`src/rtl/seg_xlat_pipe.sv`:
```
// Segment/EMS translation stage: registers a CPU request, looks up its page in the
// mapper, and queues the 21-bit physical request for the SDRAM/cache controller.
module seg_xlat_pipe #(
    parameter int DATA_W    = 16,
    parameter int OUT_DEPTH = 2
) (
    input  logic              CLK,
    input  logic              RST,
    input  logic              req_valid,
    output logic              req_ready,
    input  logic [19:0]       req_addr,
    input  logic              req_we,
    input  logic [1:0]        req_be,
    input  logic [DATA_W-1:0] req_wdata,
    output logic [5:0]        memaddr,
    input  logic [6:0]        memdata,
    input  logic              map_wr,
    output logic              out_valid,
    input  logic              out_ready,
    output logic [20:0]       out_addr,
    output logic              out_ems,
    output logic              out_we,
    output logic [1:0]        out_be,
    output logic [DATA_W-1:0] out_wdata,
    output logic [3:0]        occupancy
);
    localparam int         PTR_W   = $clog2(OUT_DEPTH);
    localparam logic [3:0] DEPTH_C = 4'(OUT_DEPTH);

    function automatic logic [20:0] phys_addr(input logic [6:0] page, input logic [13:0] offset);
        return {page, offset};
    endfunction

    logic              vld_p1;
    logic [19:0]       addr_p1;
    logic              we_p1;
    logic [1:0]        be_p1;
    logic [DATA_W-1:0] wdata_p1;

    logic [20:0]       addr_mem  [OUT_DEPTH];
    logic              ems_mem   [OUT_DEPTH];
    logic              we_mem    [OUT_DEPTH];
    logic [1:0]        be_mem    [OUT_DEPTH];
    logic [DATA_W-1:0] wdata_mem [OUT_DEPTH];

    logic [PTR_W-1:0]  wr_ptr;
    logic [PTR_W-1:0]  rd_ptr;
    logic [3:0]        count;

    logic pop;
    logic space;
    logic adv;
    logic accept;

    assign memaddr   = addr_p1[19:14];
    assign out_valid = (count != 4'd0);
    assign pop       = out_valid & out_ready;
    assign space     = (count < DEPTH_C) | pop;
    // A map write may change memdata at the next edge, so the lookup is retried.
    assign adv       = vld_p1 & ~map_wr & space;
    assign req_ready = ~vld_p1 | adv;
    assign accept    = req_valid & req_ready;
    assign occupancy = count;

    assign out_addr  = addr_mem[rd_ptr];
    assign out_ems   = ems_mem[rd_ptr];
    assign out_we    = we_mem[rd_ptr];
    assign out_be    = be_mem[rd_ptr];
    assign out_wdata = wdata_mem[rd_ptr];

    // Stage p1: registered request awaiting translation
    always_ff @(posedge CLK) begin
        if (RST) begin
            vld_p1 <= 1'b0;
        end else if (accept) begin
            vld_p1 <= 1'b1;
        end else if (adv) begin
            vld_p1 <= 1'b0;
        end
    end

    always_ff @(posedge CLK) begin
        if (accept) begin
            addr_p1  <= req_addr;
            we_p1    <= req_we;
            be_p1    <= req_be;
            wdata_p1 <= req_wdata;
        end
    end

    // Stage out: translated request FIFO
    always_ff @(posedge CLK) begin
        if (RST) begin
            wr_ptr <= '0;
            rd_ptr <= '0;
            count  <= 4'd0;
        end else begin
            if (adv) wr_ptr <= wr_ptr + 1'b1;
            if (pop) rd_ptr <= rd_ptr + 1'b1;
            case ({adv, pop})
                2'b10:   count <= count + 4'd1;
                2'b01:   count <= count - 4'd1;
                default: count <= count;
            endcase
        end
    end

    always_ff @(posedge CLK) begin
        if (adv) begin
            addr_mem[wr_ptr]  <= phys_addr(memdata, addr_p1[13:0]);
            ems_mem[wr_ptr]   <= memdata[6];
            we_mem[wr_ptr]    <= we_p1;
            be_mem[wr_ptr]    <= be_p1;
            wdata_mem[wr_ptr] <= wdata_p1;
        end
    end

endmodule

```
`config.mk`:
```
export PLATFORM = sky130hd
export DESIGN_NAME = seg_xlat_pipe
export DESIGN_NICKNAME = d
export VERILOG_FILES = /design/src/rtl/seg_xlat_pipe.sv
export SDC_FILE = /design/constraint.sdc
export NUM_CORES = 1
export LEC_CHECK = 0
export CAP_MARGIN = 20
export CORE_MARGIN = 1
export CORE_UTILIZATION = 45
export CTS_CLUSTER_SIZE = 12
export DETAILED_ROUTE_END_ITERATION = 10
export GPL_ROUTABILITY_DRIVEN = 0
export PLACE_DENSITY_LB_ADDON = 0.08
export SLEW_MARGIN = 10
export SYNTH_ARGS = -nofsm -noshare
export SYNTH_HDL_FRONTEND = slang
export SYNTH_SLANG_ARGS = --single-unit
```
`constraint.sdc`:
```
create_clock -name CLK -period 3.1 [get_ports CLK]
set_input_delay 0.465 -clock CLK [delete_from_list [all_inputs] [get_ports CLK]]
set_output_delay 0.465 -clock CLK [all_outputs]
set_load 0.005 [all_outputs]
```
# After elaboration in Yosys (flattened, before gate mapping)
# Memories as Yosys holds them, arrays and structs flattened. A register that Yosys moved wholly into a read port is not among the register bits.
# Index checks and enable logic that the tools add are counted.
# totals
register_bits	46
mem_bits_rw	82
mem_count	5
# memory_table
memory	words	word_bits	read_ports	rd_ports_with_merged_regs	write_ports	line	rtl
addr_mem	2	21	1	1	1	40	logic [20:0] addr_mem [OUT_DEPTH];
wdata_mem	2	16	1	1	1	44	logic [DATA_W-1:0] wdata_mem [OUT_DEPTH];
be_mem	2	2	1	1	1	43	logic [1:0] be_mem [OUT_DEPTH];
ems_mem	2	1	1	1	1	41	logic ems_mem [OUT_DEPTH];
we_mem	2	1	1	1	1	42	logic we_mem [OUT_DEPTH];
# op_classes
n_addsub	4
n_lt_le_gt_ge	1
eq_ne	2
n_mux	15
n_bitwise	8
n_reduce_logical	3
# op_table
cell	count
1-bit two-way mux	14
4-bit one-hot mux with 2 select lines	1
4-bit by 1-bit adder with 4-bit output, second input constant	1
1-bit AND	4
4-bit by 2-bit < comparator with 1-bit output, second input constant	1
2-bit nonzero test	2
4-bit nonzero test	1
4-bit by 1-bit subtractor with 4-bit output, second input constant	1
1-bit adder, second input constant	2
2-bit by 1-bit == test with 1-bit output, second input constant	1
2-bit == test, second input constant	1
1-bit inverter	2
1-bit OR	2

# Longest topological paths before layout
# logic_depth
ltp_word	7
depth_mapped	7

# Least setup slack after synthesis
# OpenSTA, ideal clock, no wires.
# synth_path
path_type	input to register
start	input map_wr
end	memory addr_mem[0][0], enable pin
setup_time_ns	0.438
t_arrival_ns	2.703
required_time_ns	2.662
path_slack_ns	-0.040
path_stages	3
path_buffers	0
cell_sequence	and2b_1 > o21ai_0 > nor2_1
# synth_between
elab_chain_cells	5
# synth_lines
element	line	rtl
start: declaration	17	input logic map_wr,
1-bit inverter	60	assign adv = vld_p1 & ~map_wr & space;
1-bit AND (2 in a row)	60	
1-bit two-way mux	109	if (adv) begin
1-bit two-way mux (not written as such)	110	addr_mem[wr_ptr] <= phys_addr(memdata, addr_p1[13:0]);
end: declaration	40	
# No other way between the ends.

==> metrics.md <==
| Metric | Value |
|---|---|
| Clk slew on worst S/H paths | `~0.060 ns` |
| H-tree levels | `4` |
| ANT nets after route | `0` |
| Final setup viols | `0` |
| I/O pin cnt | `approximately 100` |
| CP Data Required Time | `around 2.6 ns` |
| Max Fanout on Critical Path | `25` |
| Synthesized area | `about 4600 µm²` |
| Peak VDD IR | `around 430 µV` |
| Max-slew headroom | `~70%` |
| Clk sink count | `between 100 and 150` |
| WS Path Type | `reg -> out` |
| Hold/Removal Path Class | `reg -> reg` |
| Iter 0 DRT Violations | `61` |
| Period utilization | `roughly 85%` |
| Leak Pwr | `between 2 and 2.5 nW` |
| Final wirelength | `approximately 7200 µm` |
| First-pass GRT wire length | `10900 µm` |
| Diode count | `0` |
| Wire length per cell | `15.0 µm` |
| Outcome | `finished clean` |
| Crit Reg-Reg Startpoint | `occupancy[0]` |
| Core Rows | `36` |
| Resized Gates After CTS | `0` |
| Fin crit period | `~2.6 ns` |
| Number of max-cap violations | `0` |
| Final hold violation count | `0` |
| Post-Syn Area per Cell | `approximately 21 µm²` |
| Number of global-route vias before repair | `between 2000 and 2500` |
| Starting Density | `between 40 and 50%` |
| Worst Tran Pin Value | `around 0.42 ns` |
| Register area share after synthesis | `roughly 82%` |
| Die X-Extent | `slightly above 100 µm` |
| RSZ-0062 raised after global routing | `false` |
| Post-synthesis async set-or-reset flop share | `0%` |
| Share of layout cells above drive strength 1 | `24.4%` |
| Synth warnings | `0` |
| 1st-pass router iterations | `4` |
| GR Overflow Total | `0` |
| GRT Total Usage | `~15%` |
| DRC errors left | `0` |
| Filler cell count | `between 700 and 800` |
| CTS buffer count | `17` |
| Initial antenna violation count | `0` |
| Final #Nets | `just under 400` |
| Hold_buf cts | `0` |
| IO Port Bufs | `103` |
| Routed vias/inst | `about 4.7` |
| Largest net degree at the start of global routing | `40` |
| Syn nets | `approximately 270` |
| Main synth FF type | `edfxtp_1` |
| Slowest CP cell | `dfxtp_2` |
| Post-synth EDFFs | `~120` |
| Fin. max-slew vios | `0` |
| Clock root cell | `clkbuf_8` |
| CTS tree | `built` |
| Area delta synth->final | `40.6%` |
| Cells after Synth | `between 200 and 250` |
| Die ar. | `approximately 11000 µm²` |
| HP Start | `we_p1` |
| Max stage delay on crit path | `0.59 ns` |
| Power Density | `around 800 nW/µm²` |
| Critical Path Start Type | `register` |
| Final Util | `between 60 and 70%` |
| Core ar. | `9820 µm²` |
| Die Span Y | `~100 µm` |
| Worst EP arrival | `roughly 2.2 ns` |
| Critical Path, Cell by Cell | `buf_12 > mux2_2 > clkdlybuf4s50_1` |
| Post-CTS setup buffers | `0` |
| F_max | `around 380 MHz` |
| FF+latch count, synth | `approximately 130` |
| Clock Latency Late Sink | `about 0.50 ns` |
| Synth cell types | `28` |
| Vias | `~2300` |
| Max Buffers Root-to-Sink | `2` |
| Layout Skew | `0.00752 ns` |
| TNS Setup | `0 ns` |
| Setup crit end kind | `output port` |
| Post-DP HPWL | `approximately 4400 µm` |
| Placed insts | `450` |
| Fin cells | `482` |
==> report_power, final <==
group / switching, mW / internal [mW] / leakage, nW
logic: 0.332 / 0.555 / 0.732
registers: 0.0988 / 2.03 / 1.17
clock network: 0.698 / 1.39 / 0.301
total: 1.13 / 3.97 / 2.20
==> Yosys cell counts (all sizes together), types with 2 or more instances <==
| master | number | share of area [%] |
|---|---|---|
| a21oi | 2 | 0.22 |
| mux2 | 41 | 10 |
| ha | 2 | 0.55 |
| mux2i | 3 | 0.93 |
| inv | 4 | 0.33 |
| buf | 11 | 1.5 |
| nor2 | 11 | 0.96 |
| dfxtp | 8 | 3.5 |
| nand2 | 2 | 0.16 |
| xnor2 | 3 | 0.58 |
| edfxtp | 119 | 78 |
==> placed cells by master, fill, tap and decap left out, types with 3 or more instances in the layout <==
cell type	instances
buf_4	5
bufinv_16	5
clkbuf_16	16
clkdlybuf4s50_1	103
dfxtp_1	7
edfxtp_1	119
inv_1	4
inv_6	3
mux2_2	40
nor2_1	8
xnor2_1	3
==> final cells by class <==
cell class | instances | area (µm²) | area share [%]
Sequential cell | 127 | 3730 | 58.2
Clock buffer | 18 | 418 | 6.51
Tap cell | 133 | 166 | 2.59
Multi-Input combinational cell | 76 | 759 | 11.8
Clock inverter | 14 | 213 | 3.32
Inverter | 4 | 15.0 | 0.234
Timing Repair Buffer | 110 | 1110 | 17.3
==> state kept, by name, summed over array words and instances (netlist names), 2 cells and up, named ones only <==
name / cells
addr_mem: 42
addr_p1: 20
be_mem: 4
be_p1: 2
occupancy: 4
wdata_mem: 32
wdata_p1: 16
we_mem: 2
==> worst paths after layout <==
| check | end | slack (ns) | cells after the start |
|---|---|---|---|
| max | out_wdata[11] | 0.47 | 3 |
| min | we_mem[1] | 0.44 | 0 |
| max reg2reg | occupancy[3] | 0.73 | 7 |
| min reg2reg | we_mem[1] | 0.44 | 0 |
==> through the flow <==
| stage | hold WS, ns | worst slack [ns] | cell area [µm²] | power (mW) |
|---|---|---|---|---|
| 6_report | 0.443 | 0.469 | 6410 | 5.10 |
| 5_1_grt | 0.449 | 0.360 | 6410 | 5.31 |
| 4_1_cts | 0.445 | 0.405 | 6410 | 5.16 |
| 3_5_place_dp | 0.430 | 0.368 | 5780 | 3.06 |
| 3_3_place_gp | 0.423 | 0.423 | 5780 | 3.05 |
| 2_1_floorplan | 0.421 | -0.0403 | 4560 | 2.59 |
==> critical path: cells and delay by family (launching register included) <==
family | cells | cell delay, ns
buffers and inverters | 2 | 0.72
DFF | 1 | 0.59
muxes | 1 | 0.35
==> routing by layer <==
layer	track usage [%]	vias up	share of wire [%]
met3	6.03	6	7.2
met5	0	-	0
met1	17.0	1095	42
met2	23.6	80	50
li1	-	1076	-
met4	7.25	0	0.82
==> kinds of logic (layout without fill, tap and decap cells) <==
| family | after synthesis | after routing | synth area share (%) |
|---|---|---|---|
| DFF | 127 | 127 | 81.8 |
| buffers and inverters | 16 | 146 | 1.89 |
| xor gates and xnor gates | 4 | 4 | 0.768 |
| and+or+nand+nor | 18 | 18 | 1.95 |
| adders and majority gates | 3 | 3 | 0.987 |
| muxes | 44 | 44 | 11.1 |
| AOI/OAI and AO/OA | 7 | 7 | 1.54 |
No activity file was read; power rests on OpenSTA's default activity.
